## config.mk

```make
export PLATFORM = sky130hd
export DESIGN_NAME = data_mem_arbiter_flat
export DESIGN_NICKNAME = d
export VERILOG_FILES = /design/src/rtl/data_mem_arbiter_if.sv /design/src/rtl/data_mem_arbiter.sv /design/src/flat_wrapper.sv
export SDC_FILE = /design/constraint.sdc
export NUM_CORES = 1
export LEC_CHECK = 0
export ABC_AREA = 0
export CAP_MARGIN = 20
export CORE_ASPECT_RATIO = 1.4
export CORE_MARGIN = 2
export CORE_UTILIZATION = 40
export CTS_BUF_LIST = sky130_fd_sc_hd__clkbuf_4 sky130_fd_sc_hd__clkbuf_8
export CTS_CLUSTER_SIZE = 30
export DETAILED_ROUTE_END_ITERATION = 12
export DONT_BUFFER_PORTS = 1
export GPL_TIMING_DRIVEN = 0
export HOLD_SLACK_MARGIN = 0.02
export PLACE_DENSITY = 0.51
export SYNTH_ARGS = -nofsm -noshare
export SYNTH_HDL_FRONTEND = slang
export SYNTH_SLANG_ARGS = --single-unit
export TNS_END_PERCENT = 10
```

## constraint.sdc

```tcl
create_clock -name Clock -period 1.6 [get_ports Clock]
set_input_delay 0.48 -clock Clock [delete_from_list [all_inputs] [get_ports Clock]]
set_output_delay 0.48 -clock Clock [all_outputs]
set_load 0.01 [all_outputs]
```

## src/rtl/data_mem_arbiter_if.sv

```systemverilog
// data_mem_arbiter_if: one requester port of the data memory arbiter.
// Ports: Req/Wr/Addr/WData in; Gnt/Err/RData/RValid back to requester.
interface data_mem_arbiter_if;
    logic        Req;
    logic        Wr;
    logic [15:0] Addr;
    logic [15:0] WData;
    logic        Gnt;
    logic        Err;
    logic [15:0] RData;
    logic        RValid;

    modport master (
        output Req, Wr, Addr, WData,
        input  Gnt, Err, RData, RValid
    );

    modport slave (
        input  Req, Wr, Addr, WData,
        output Gnt, Err, RData, RValid
    );
endinterface

```

## src/rtl/data_mem_arbiter.sv

```systemverilog
// data_mem_arbiter: shares one big-endian 16-bit data memory between
// port C (CPU) and port D (DMA/debug); IDLE -> ACCESS -> RESP per access.
// Ports: Clock, ResetN (async, active low); cPort/dPort requester
// interfaces; MemAddress/MemWriteData/MemWrite/MemRead to memory,
// MemReadData from memory (combinational read).
// Option: MEM_ARB_ROUND_ROBIN_EN selects round-robin instead of C-first.
module data_mem_arbiter #(
    parameter int DEPTH = 128
) (
    input  logic                Clock,
    input  logic                ResetN,
    data_mem_arbiter_if.slave   cPort,
    data_mem_arbiter_if.slave   dPort,
    output logic [15:0]         MemAddress,
    output logic [15:0]         MemWriteData,
    output logic                MemWrite,
    output logic                MemRead,
    input  logic [15:0]         MemReadData
);

    typedef enum logic [1:0] {
        IDLE   = 2'd0,
        ACCESS = 2'd1,
        RESP   = 2'd2
    } state_t;

    // Highest address whose two bytes both fit inside the memory.
    localparam logic [15:0] MAX_ADDR = 16'(DEPTH - 2);

    state_t      state;
    state_t      nextState;
    logic        grab;
    logic        pickD;
    logic        selWr;
    logic [15:0] selAddr;
    logic [15:0] selWData;
    logic        winD;
    logic        latWr;
    logic        latOk;
    logic [15:0] capData;
    logic [15:0] cRData;
    logic [15:0] dRData;

`ifdef MEM_ARB_ROUND_ROBIN_EN
    // rrPtr = 1 means D is preferred when both ports request.
    logic rrPtr;

    always_ff @(posedge Clock or negedge ResetN) begin
        if (!ResetN) begin
            rrPtr <= 1'b0;
        end else if (grab) begin
            rrPtr <= ~pickD;
        end
    end

    always_comb begin
        pickD = dPort.Req & (~cPort.Req | rrPtr);
    end
`else
    always_comb begin
        pickD = dPort.Req & ~cPort.Req;
    end
`endif

    always_comb begin
        selWr    = pickD ? dPort.Wr    : cPort.Wr;
        selAddr  = pickD ? dPort.Addr  : cPort.Addr;
        selWData = pickD ? dPort.WData : cPort.WData;
        capData  = latOk ? MemReadData : 16'h0000;
    end

    always_ff @(posedge Clock or negedge ResetN) begin
        if (!ResetN) begin
            state <= IDLE;
        end else begin
            state <= nextState;
        end
    end

    // Strobes, grants and response pulses are decoded from state so an
    // asynchronous reset removes them at once (an in-flight write is
    // dropped before its commit edge).
    always_comb begin
        nextState    = state;
        grab         = 1'b0;
        MemWrite     = 1'b0;
        MemRead      = 1'b0;
        cPort.Gnt    = 1'b0;
        cPort.Err    = 1'b0;
        cPort.RValid = 1'b0;
        dPort.Gnt    = 1'b0;
        dPort.Err    = 1'b0;
        dPort.RValid = 1'b0;
        unique case (state)
            IDLE: begin
                if (cPort.Req | dPort.Req) begin
                    grab      = 1'b1;
                    nextState = ACCESS;
                end
            end
            ACCESS: begin
                MemWrite  = latWr & latOk;
                MemRead   = ~latWr & latOk;
                cPort.Gnt = ~winD;
                dPort.Gnt = winD;
                cPort.Err = ~winD & ~latOk;
                dPort.Err = winD & ~latOk;
                nextState = RESP;
            end
            RESP: begin
                cPort.RValid = ~winD & ~latWr;
                dPort.RValid = winD & ~latWr;
                nextState    = IDLE;
            end
            default: begin
                nextState = IDLE;
            end
        endcase
    end

    always_ff @(posedge Clock or negedge ResetN) begin
        if (!ResetN) begin
            winD         <= 1'b0;
            latWr        <= 1'b0;
            latOk        <= 1'b0;
            MemAddress   <= 16'h0000;
            MemWriteData <= 16'h0000;
            cRData       <= 16'h0000;
            dRData       <= 16'h0000;
        end else begin
            if (grab) begin
                winD         <= pickD;
                latWr        <= selWr;
                latOk        <= (selAddr <= MAX_ADDR);
                MemAddress   <= selAddr;
                MemWriteData <= selWData;
            end
            if (state == ACCESS && !latWr) begin
                if (winD) begin
                    dRData <= capData;
                end else begin
                    cRData <= capData;
                end
            end
        end
    end

    assign cPort.RData = cRData;
    assign dPort.RData = dRData;

endmodule

```

## src/flat_wrapper.sv

```systemverilog
// flat-port wrapper written by rule: the top's interface ports become plain ports
module data_mem_arbiter_flat 
#(
    parameter int DEPTH = 128
)
  (Clock, ResetN, MemAddress, MemWriteData, MemWrite, MemRead, MemReadData, cPort_Req, cPort_Wr, cPort_Addr, cPort_WData, cPort_Gnt, cPort_Err, cPort_RData, cPort_RValid, dPort_Req, dPort_Wr, dPort_Addr, dPort_WData, dPort_Gnt, dPort_Err, dPort_RData, dPort_RValid);
  data_mem_arbiter_if cPort_i ();
  data_mem_arbiter_if dPort_i ();
  input  logic Clock;
  input  logic ResetN;
  output logic [15:0] MemAddress;
  output logic [15:0] MemWriteData;
  output logic MemWrite;
  output logic MemRead;
  input  logic [15:0] MemReadData;
  input wire logic [$bits(cPort_i.Req)-1:0] cPort_Req;
  input wire logic [$bits(cPort_i.Wr)-1:0] cPort_Wr;
  input wire logic [$bits(cPort_i.Addr)-1:0] cPort_Addr;
  input wire logic [$bits(cPort_i.WData)-1:0] cPort_WData;
  output wire logic [$bits(cPort_i.Gnt)-1:0] cPort_Gnt;
  output wire logic [$bits(cPort_i.Err)-1:0] cPort_Err;
  output wire logic [$bits(cPort_i.RData)-1:0] cPort_RData;
  output wire logic [$bits(cPort_i.RValid)-1:0] cPort_RValid;
  input wire logic [$bits(dPort_i.Req)-1:0] dPort_Req;
  input wire logic [$bits(dPort_i.Wr)-1:0] dPort_Wr;
  input wire logic [$bits(dPort_i.Addr)-1:0] dPort_Addr;
  input wire logic [$bits(dPort_i.WData)-1:0] dPort_WData;
  output wire logic [$bits(dPort_i.Gnt)-1:0] dPort_Gnt;
  output wire logic [$bits(dPort_i.Err)-1:0] dPort_Err;
  output wire logic [$bits(dPort_i.RData)-1:0] dPort_RData;
  output wire logic [$bits(dPort_i.RValid)-1:0] dPort_RValid;
  assign cPort_i.Req = cPort_Req;
  assign cPort_i.Wr = cPort_Wr;
  assign cPort_i.Addr = cPort_Addr;
  assign cPort_i.WData = cPort_WData;
  assign cPort_Gnt = cPort_i.Gnt;
  assign cPort_Err = cPort_i.Err;
  assign cPort_RData = cPort_i.RData;
  assign cPort_RValid = cPort_i.RValid;
  assign dPort_i.Req = dPort_Req;
  assign dPort_i.Wr = dPort_Wr;
  assign dPort_i.Addr = dPort_Addr;
  assign dPort_i.WData = dPort_WData;
  assign dPort_Gnt = dPort_i.Gnt;
  assign dPort_Err = dPort_i.Err;
  assign dPort_RData = dPort_i.RData;
  assign dPort_RValid = dPort_i.RValid;
  data_mem_arbiter #(.DEPTH(DEPTH)) u_core (.Clock(Clock), .ResetN(ResetN), .cPort(cPort_i), .dPort(dPort_i), .MemAddress(MemAddress), .MemWriteData(MemWriteData), .MemWrite(MemWrite), .MemRead(MemRead), .MemReadData(MemReadData));
endmodule
```

---- After elaboration in Yosys (flattened, before gate mapping) ----
Index checks and enable logic that the tools add are counted.
operators by class
  muxes and demuxes ....................... 16
  equality and inequality tests ........... 3
  reductions and logical operators ........ 5
  bitwise gates (word level) .............. 12
  magnitude comparators ................... 1
operator list
  cell                                                                     number
  16-bit 2-to-1 mux                                                        3
  16-bit by 7-bit <= comparator with 1-bit output (second input constant)  1
  1-bit 2-to-1 mux                                                         11
  1-bit bitwise AND                                                        7
  1-bit NOT                                                                4
  2-bit one-hot mux with 2 select lines                                    1
  2-bit AND reduction                                                      2
  2-bit by 1-bit equality test with 1-bit output (second input constant)   1
  2-bit equality test (second input constant)                              1
  2-bit zero test                                                          1
  2-bit 2-to-1 mux                                                         1
  2-bit by 1-bit != test with 1-bit output (second input constant)         1
  1-bit logical AND                                                        1
  1-bit zero test                                                          1
  1-bit bitwise OR                                                         1
storage, ports and cells
  output and inout bits ................... 72
  logic and storage cells ................. 45
  flip-flop bits (word level) ............. 69

---- Longest topological paths before layout ----
Gate-level depths: netlist (run 1).
  depth after elaboration ................. 4
  gate-level depth with buffers ........... 6
  depth with buffers taken out ............ 5

---- Worst setup path before layout (run 1) ----
OpenSTA, ideal clock, no wires.
  path kind ............................... flip-flop to output port
  from .................................... register u_core.state[1]
  to ...................................... output port dPort_Err
  cell stages (with the launch flop) ...... 5
  arrival ................................. 1.048 ns
  path slack .............................. 0.072 ns
  buffers on the path ..................... 0
  cell sequence ........................... dfrtp_1 > nand2b_1 > inv_1 > and2_1 > nor2b_1
on the way
  longest elaborated chain between the ends .. 2
ends and longest elaborated chain
  what                                            RTL line                text
  start, declared                                 data_mem_arbiter.sv:30  state_t state;
  start signal, assigned                          data_mem_arbiter.sv:76  state <= nextState;
  2-bit by 1-bit equality test with 1-bit output  data_mem_arbiter.sv:94  unique case (state)
  1-bit 2-to-1 mux                                data_mem_arbiter.sv:94
  end, declared                                   flat_wrapper.sv:29      output wire logic [$bits(dPort_i.Err)-1:0] dPort_Err;
No other way between the ends.

---- Worst setup path in the final report (run 1) ----
Ends and elaborated chain as after synthesis.

==> impl_metrics.json, run 1 <==
{
  "power_uw": 6320,
  "required_ps": 1120,
  "synth_cells": 301,
  "synth.top_cell.area_share_pct": 57.91,
  "period_minus_slack_ps": 1748,
  "outcome": "finished with violations",
  "start_util_pct": 41.02,
  "placed_area_um2": 3103,
  "rsz0062_at_grt": "true",
  "synth_area_leaders": "dfrtp_1 58%, mux2i_1 11%, nand2_1 10%",
  "synthAdderAreaFrac_pct": 0,
  "dp_cells": 398,
  "hpwl_um": 5601,
  "setup_slack_ps": -148.3,
  "net-switching-power_uw": 2461,
  "drt_iter0_drc": 64,
  "pwr-share-clk_pct": 22.3,
  "max_stage_delay_ps": 410,
  "setup_tns_ps": -858.4,
  "ant_nets": 0,
  "drive_above_1_share_pct": 15.22,
  "fin_crit_sh_pct": 109.3,
  "dieWidth_um": 76.97,
  "holdWs_ps": -168.7,
  "worstSkewPairLatency_ps": 340,
  "portBuffers": 0,
  "seq_power_share_pct": 52.9,
  "hp-class": "in2async",
  "gr-total-overflow": 0,
  "violations": "negative hold slack, negative setup slack",
  "cts_tree": "yes",
  "cts_inserted_buffers": 9,
  "finalWirelength_um": 7667,
  "netlist_area_um2": 2982,
  "cts-htree-levels": 3,
  "critical_path_class": "reg2out",
  "core_um2": 7268,
  "dieArea_um2": 8170,
  "clock-sinks": 69,
  "final_nets": 403,
  "row_count": 37,
  "vias": 2237,
  "final_hold_viol_count": 69,
  "grt_pass1_wl_um": 12140,
  "p_sw_share_pct": 38.95,
  "drv_slew": 0,
  "num_io_pins": 158,
  "antenna_found_initial": 0,
  "grt_pass1_vias": 2458,
  "muxShareOfSynthArea_pct": 11.08,
  "cp.arrival_ps": 1270,
  "yosys.area.top_type": "dfrtp_1",
  "setup_violations": 9,
  "fin_area_um2": 3437,
  "crit_slowest_cell": "dfrtp_1",
  "seq_area_frac_synth_pct": 57.91,
  "synth_cell_type_count": 27,
  "cap_violations": 0,
  "critPathLaunchType": "register",
  "pwr-share-comb_pct": 24.8,
  "fp.dieH_um": 106.2,
  "synthSimpleGateAreaFrac_pct": 16.07,
  "p_per_area_nw_per_um2": 1839,
  "synth-seq-cells": 69,
  "synth_compound_area_share_pct": 11.83,
  "cts-root-buf": "clkbuf_8",
  "cp-end-kind": "output port",
  "drc": 0,
  "internal-power_uw": 3858,
  "p_leak_uw": 0.001623,
  "wl_per_cell_um": 18.30,
  "slew_headroom_pct": 61.72,
  "synthXorXnorAreaFrac_pct": 0,
  "place.gp.congestion": 0.7760,
  "track_usage_pct": 19.47,
  "vias_per_cell": 5.339,
  "syn_avg_cell_area_um2": 9.906,
  "clock-skew-final_ps": 4.844,
  "finalNonFillerCells": 419,
  "syn_to_final_growth_pct": 15.27,
  "tightest_slew_ps": 574.1,
  "cp_max_fo": 4,
  "diodes": 0,
  "fmax_mhz": 572.0,
  "cp_cell_sequence": "nand2b_4 > inv_4 > and2_4 > nor2b_4",
  "clockBufferDepth": 2,
  "first_pass_iters": 4,
  "grt_max_degree": 70,
  "ir_drop_mv": 0.6585,
  "synth_top_family_by_area": "simple AND/OR/NAND/NOR gates",
  "yosysWarnings": 0,
  "syn-num-nets": 387,
  "clk_pin_slew_worst_paths_ps": 70
}
[cell usage in the layout, fill, tap and decap left out, drive strengths merged, types with 2 or more instances in the layout]
master,instances
nand2b,3
nor3,2
or4,2
inv,2
o21ai,66
mux2i,33
and2,2
dfrtp,69
nand4,3
nor4,2
nand3,2
clkinv,4
a21oi,2
buf,15
clkbuf,20
nand2,83
nor2,4
[worst max-delay path: cells and delay by family (launching register included)]
| family | cells | cell delay [ps] |
|---|---|---|
| AND/OR/NAND/NOR | 3 | 470 |
| flip-flops | 1 | 410 |
| buffers and inverters | 1 | 60 |
[synthesized netlist by cell type]
library cell	count
dfrtp_1	69
nand2_1	83
nor3b_2	1
o311ai_1	1
nor3_1	2
nor2_1	3
a21oi_1	2
nor4b_1	1
inv_1	2
or4_1	2
and4_1	1
nor2b_1	1
nor4bb_1	1
nand3_1	2
o21ai_0	55
and3_1	1
nor4_1	2
nand4_1	3
mux2i_1	33
buf_2	2
o21ai_1	10
nand2b_1	3
and2_1	2
o21ai_2	1
nor2_2	1
clkbuf_1	14
buf_4	3
[cell families after synthesis]
kind of cell	Yosys count
AND/OR/NAND/NOR	109
multiplexers	33
flip-flops	69
AO/OA/AOI/OAI	69
buffers and inverters	21
[registers in the layout, indices dropped and copies added, names as in the netlist]
| name | cells |
|---|---|
| u_core.MemAddress | 16 |
| u_core.MemWriteData | 16 |
| u_core.cPort.RData | 16 |
| u_core.dPort.RData | 16 |
| u_core.latOk | 1 |
| u_core.latWr | 1 |
| u_core.state | 2 |
| u_core.winD | 1 |
[metal layers]
layer / share of wire (%) / up-vias / GRT usage [%]
li1: - / 1059 / -
met1: 38 / 1055 / 21.32
met2: 50 / 113 / 33.21
met3: 10 / 10 / 7.640
met4: 1.6 / 0 / 8.571
met5: 0 / - / 0
[cell type report]
type	count	area (um^2)
multi-input cells	211	1236
well taps	97	121.4
clock buffers	11	145.1
inverters	2	10.01
flip-flops and latches	69	1729
clock inverters	5	50.05
fillers	716	3831
plain buffers	19	107.6
repair buffers	5	37.54
[power groups by stage]
stage | clock network (uW) | logic, uW | registers [uW]
floorplan | 0 | 1040 | 3160
global placement | 0 | 1330 | 3350
detailed placement | 0 | 1380 | 3350
CTS | 1470 | 1580 | 3370
global route | 1530 | 1820 | 3440
finish | 1410 | 1570 | 3350
[final timing paths]
kind / cells past startpoint / to / slack (ps) / start
worst max-delay path: 4 / dPort_Err / -150 / u_core.state[1]
worst min-delay path: 0 / u_core.MemAddress[13] / -170 / ResetN
worst max register to register: 5 / u_core.latOk / -90 / u_core.state[1]
worst min register to register: 2 / u_core.MemAddress[10] / 550 / u_core.MemAddress[10]
max in group asynchronous: 0 / u_core.state[0] / 1650 / ResetN
min in group Clock: 1 / u_core.winD / 210 / cPort_Req
[repair_timing]
action                                  in CTS  in global routing
buffers inserted                             4                  1
endpoints found under the setup margin      19                 55
hold endpoints to repair                    69                 69
gates resized for setup                     28                  7
pin swaps                                    2                  1
[stage by stage]
step / utilization, % / setup slack, ps
after detailed placement: 42.69 / -157.1
after floorplan: - / 72.37
final: 47.29 / -148.3
after global routing: 47.29 / -212.7
after CTS: 47.15 / -168.5
after global placement: 42.69 / -117.3
Note: power is estimated with default switching activity, not from simulation.
==> inputs of run 2 (changes only) <==
- PLACE_DENSITY: 0.51 -> not set
- REMOVE_ABC_BUFFERS: not set -> 1
==> run 2 against run 1 <==
The flow still finishes with violations (negative hold slack, negative setup slack). Clock power down 9%. First-iteration DRC count is 7.8% higher. Flip-flop and latch count unchanged. Utilization down 0.72 points. Global-route usage fell by 1.7 points. Count of clock-buffer cells in the layout increased by 3. Via count down 5.4%. Hold slack better by 2.6 ps. Largest power group unchanged. Sequential share of layout area grew 0.97 points.
==> impl_metrics.json, run 2 (synthesized netlist as in run 1, its figures left out) <==
{
  "cap_violations": 0,
  "multi_input_area_um2": 1255,
  "gr-total-overflow": 0,
  "cts_tree": "yes",
  "tightest_slew_ps": 574.3,
  "critPathLaunchType": "register",
  "cp_cell_sequence": "nand2b_4 > inv_4 > and2_4 > nor2b_4",
  "drc": 0,
  "slew_headroom_pct": 61.71,
  "placed_area_um2": 3068,
  "final_hold_viol_count": 69,
  "net-switching-power_uw": 2345,
  "p_leak_uw": 0.001580,
  "dieArea_um2": 8170,
  "wl_per_cell_um": 16.93,
  "violations": "negative hold slack, negative setup slack",
  "max_stage_delay_ps": 460,
  "final_nets": 387,
  "syn_to_final_growth_pct": 13.51,
  "dieWidth_um": 76.97,
  "cp-end-kind": "output port",
  "pwr-share-clk_pct": 20.9,
  "setup_violations": 9,
  "first_pass_iters": 3,
  "drive_above_1_share_pct": 14.43,
  "outcome": "finished with violations",
  "place.gp.congestion": 0.7964,
  "setup_tns_ps": -1184,
  "finalWirelength_um": 6805,
  "vias": 2116,
  "vias_per_cell": 5.264,
  "diodes": 0,
  "crit_slowest_cell": "dfrtp_2",
  "track_usage_pct": 17.79,
  "p_sw_share_pct": 38.12,
  "grt_pass1_wl_um": 11250,
  "pre_cts_ws_ps": -234.5,
  "row_count": 37,
  "pwr-share-comb_pct": 24.5,
  "portBuffers": 0,
  "clockBufferDepth": 2,
  "cp_max_fo": 5,
  "final_common_cell": "nand2_1",
  "hp-class": "in2async",
  "p_per_area_nw_per_um2": 1817,
  "ir_drop_mv": 1.212,
  "fillers": 695,
  "final_cell_mix": "82 x nand2_1, 64 x dfrtp_1, 55 x o21ai_0",
  "hpwl_um": 4837,
  "clk_pin_slew_worst_paths_ps": 70,
  "fp.dieH_um": 106.2,
  "core_um2": 7268,
  "grt_pass1_vias": 2254,
  "critical_path_class": "reg2out",
  "finalNonFillerCells": 402,
  "required_ps": 1120,
  "seq_power_share_pct": 54.5,
  "start_util_pct": 41.02,
  "setup_slack_ps": -212.9,
  "worstSkewPairLatency_ps": 330,
  "fin_crit_sh_pct": 113.3,
  "antenna_found_initial": 0,
  "clock-sinks": 69,
  "cts-root-buf": "clkbuf_8",
  "dp_cells": 381,
  "cts-htree-levels": 3,
  "period_minus_slack_ps": 1813,
  "fmax_mhz": 551.6,
  "cts_inserted_buffers": 9,
  "drt_iter0_drc": 69,
  "grt_max_degree": 70,
  "holdWs_ps": -166.2,
  "cp.arrival_ps": 1330,
  "rsz0062_at_grt": "true",
  "drv_slew": 0,
  "regArea_um2": 1735,
  "num_io_pins": 158,
  "internal-power_uw": 3806,
  "clock-skew-final_ps": 4.790,
  "ant_nets": 0,
  "power_uw": 6151,
  "fin_area_um2": 3385
}
run 2: cell types whose count changed in the layout (fill, tap and decap cells not counted), sizes merged:
cell | previous run | this run
bufinv | 1 | 0
o21ai | 66 | 67
clkinv | 4 | 1
clkbuf | 20 | 14
buf | 15 | 7
run 2: layer usage:
layer  global-route usage [%]  up-vias  wire length (um)
met2                    29.14      119              3372
met5                        0        -                 0
li1                         -     1029                 -
met4                    9.091        0               164
met3                    7.725       13               766
met1                    19.50      955              2502
run 2: final cells by class:
type | count | area share [%]
Sequential cell | 69 | 51.28
Multi-Input combinational cell | 212 | 37.08
Clock buffer | 14 | 5.323
Tap cell | 97 | 3.586
Timing Repair Buffer | 7 | 2.292
Inverter | 2 | 0.2957
Clock inverter | 1 | 0.1479
run 2: critical path, delay by kind of cell, from the launching register on:
family                 cells  cell delay, ps
flip-flops                 1             460
buffers and inverters      1              50
AND/OR/NAND/NOR            3             480
run 2: worst paths after layout:
check	startpoint	end	slack [ps]	cells after the start
min in group Clock	cPort_Req	u_core.winD	220	1
worst min register to register	u_core.dPort.RData[6]	u_core.dPort.RData[6]	550	2
worst max register to register	u_core.state[0]	u_core.latOk	-140	5
worst min-delay path	ResetN	u_core.cPort.RData[4]	-170	0
worst max-delay path	u_core.state[1]	dPort_Err	-210	4
max in group asynchronous	ResetN	u_core.state[0]	1670	0
run 2: repair_timing:
item	in CTS	in global routing
pin swaps	0	3
endpoints found under the hold margin	69	69
resized for setup	14	10
setup buffers	2	3
endpoints found under the setup margin	41	41
cloned	1	0
run 2: per-stage QoR:
step,util [%],hold WS (ps)
after floorplan,-,184.4
after global routing,46.57,-204.1
after global placement,41.52,185.7
final,46.57,-166.2
after CTS,45.77,-186.9
after detailed placement,42.21,185.8
run 2: power groups by stage:
stage / clock [uW] / combinational (uW) / sequential, uW
after floorplan: 0 / 960 / 3160
after global placement: 0 / 1160 / 3340
after detailed placement: 0 / 1270 / 3340
after CTS: 1340 / 1400 / 3350
after global routing: 1440 / 1780 / 3460
final: 1290 / 1510 / 3350
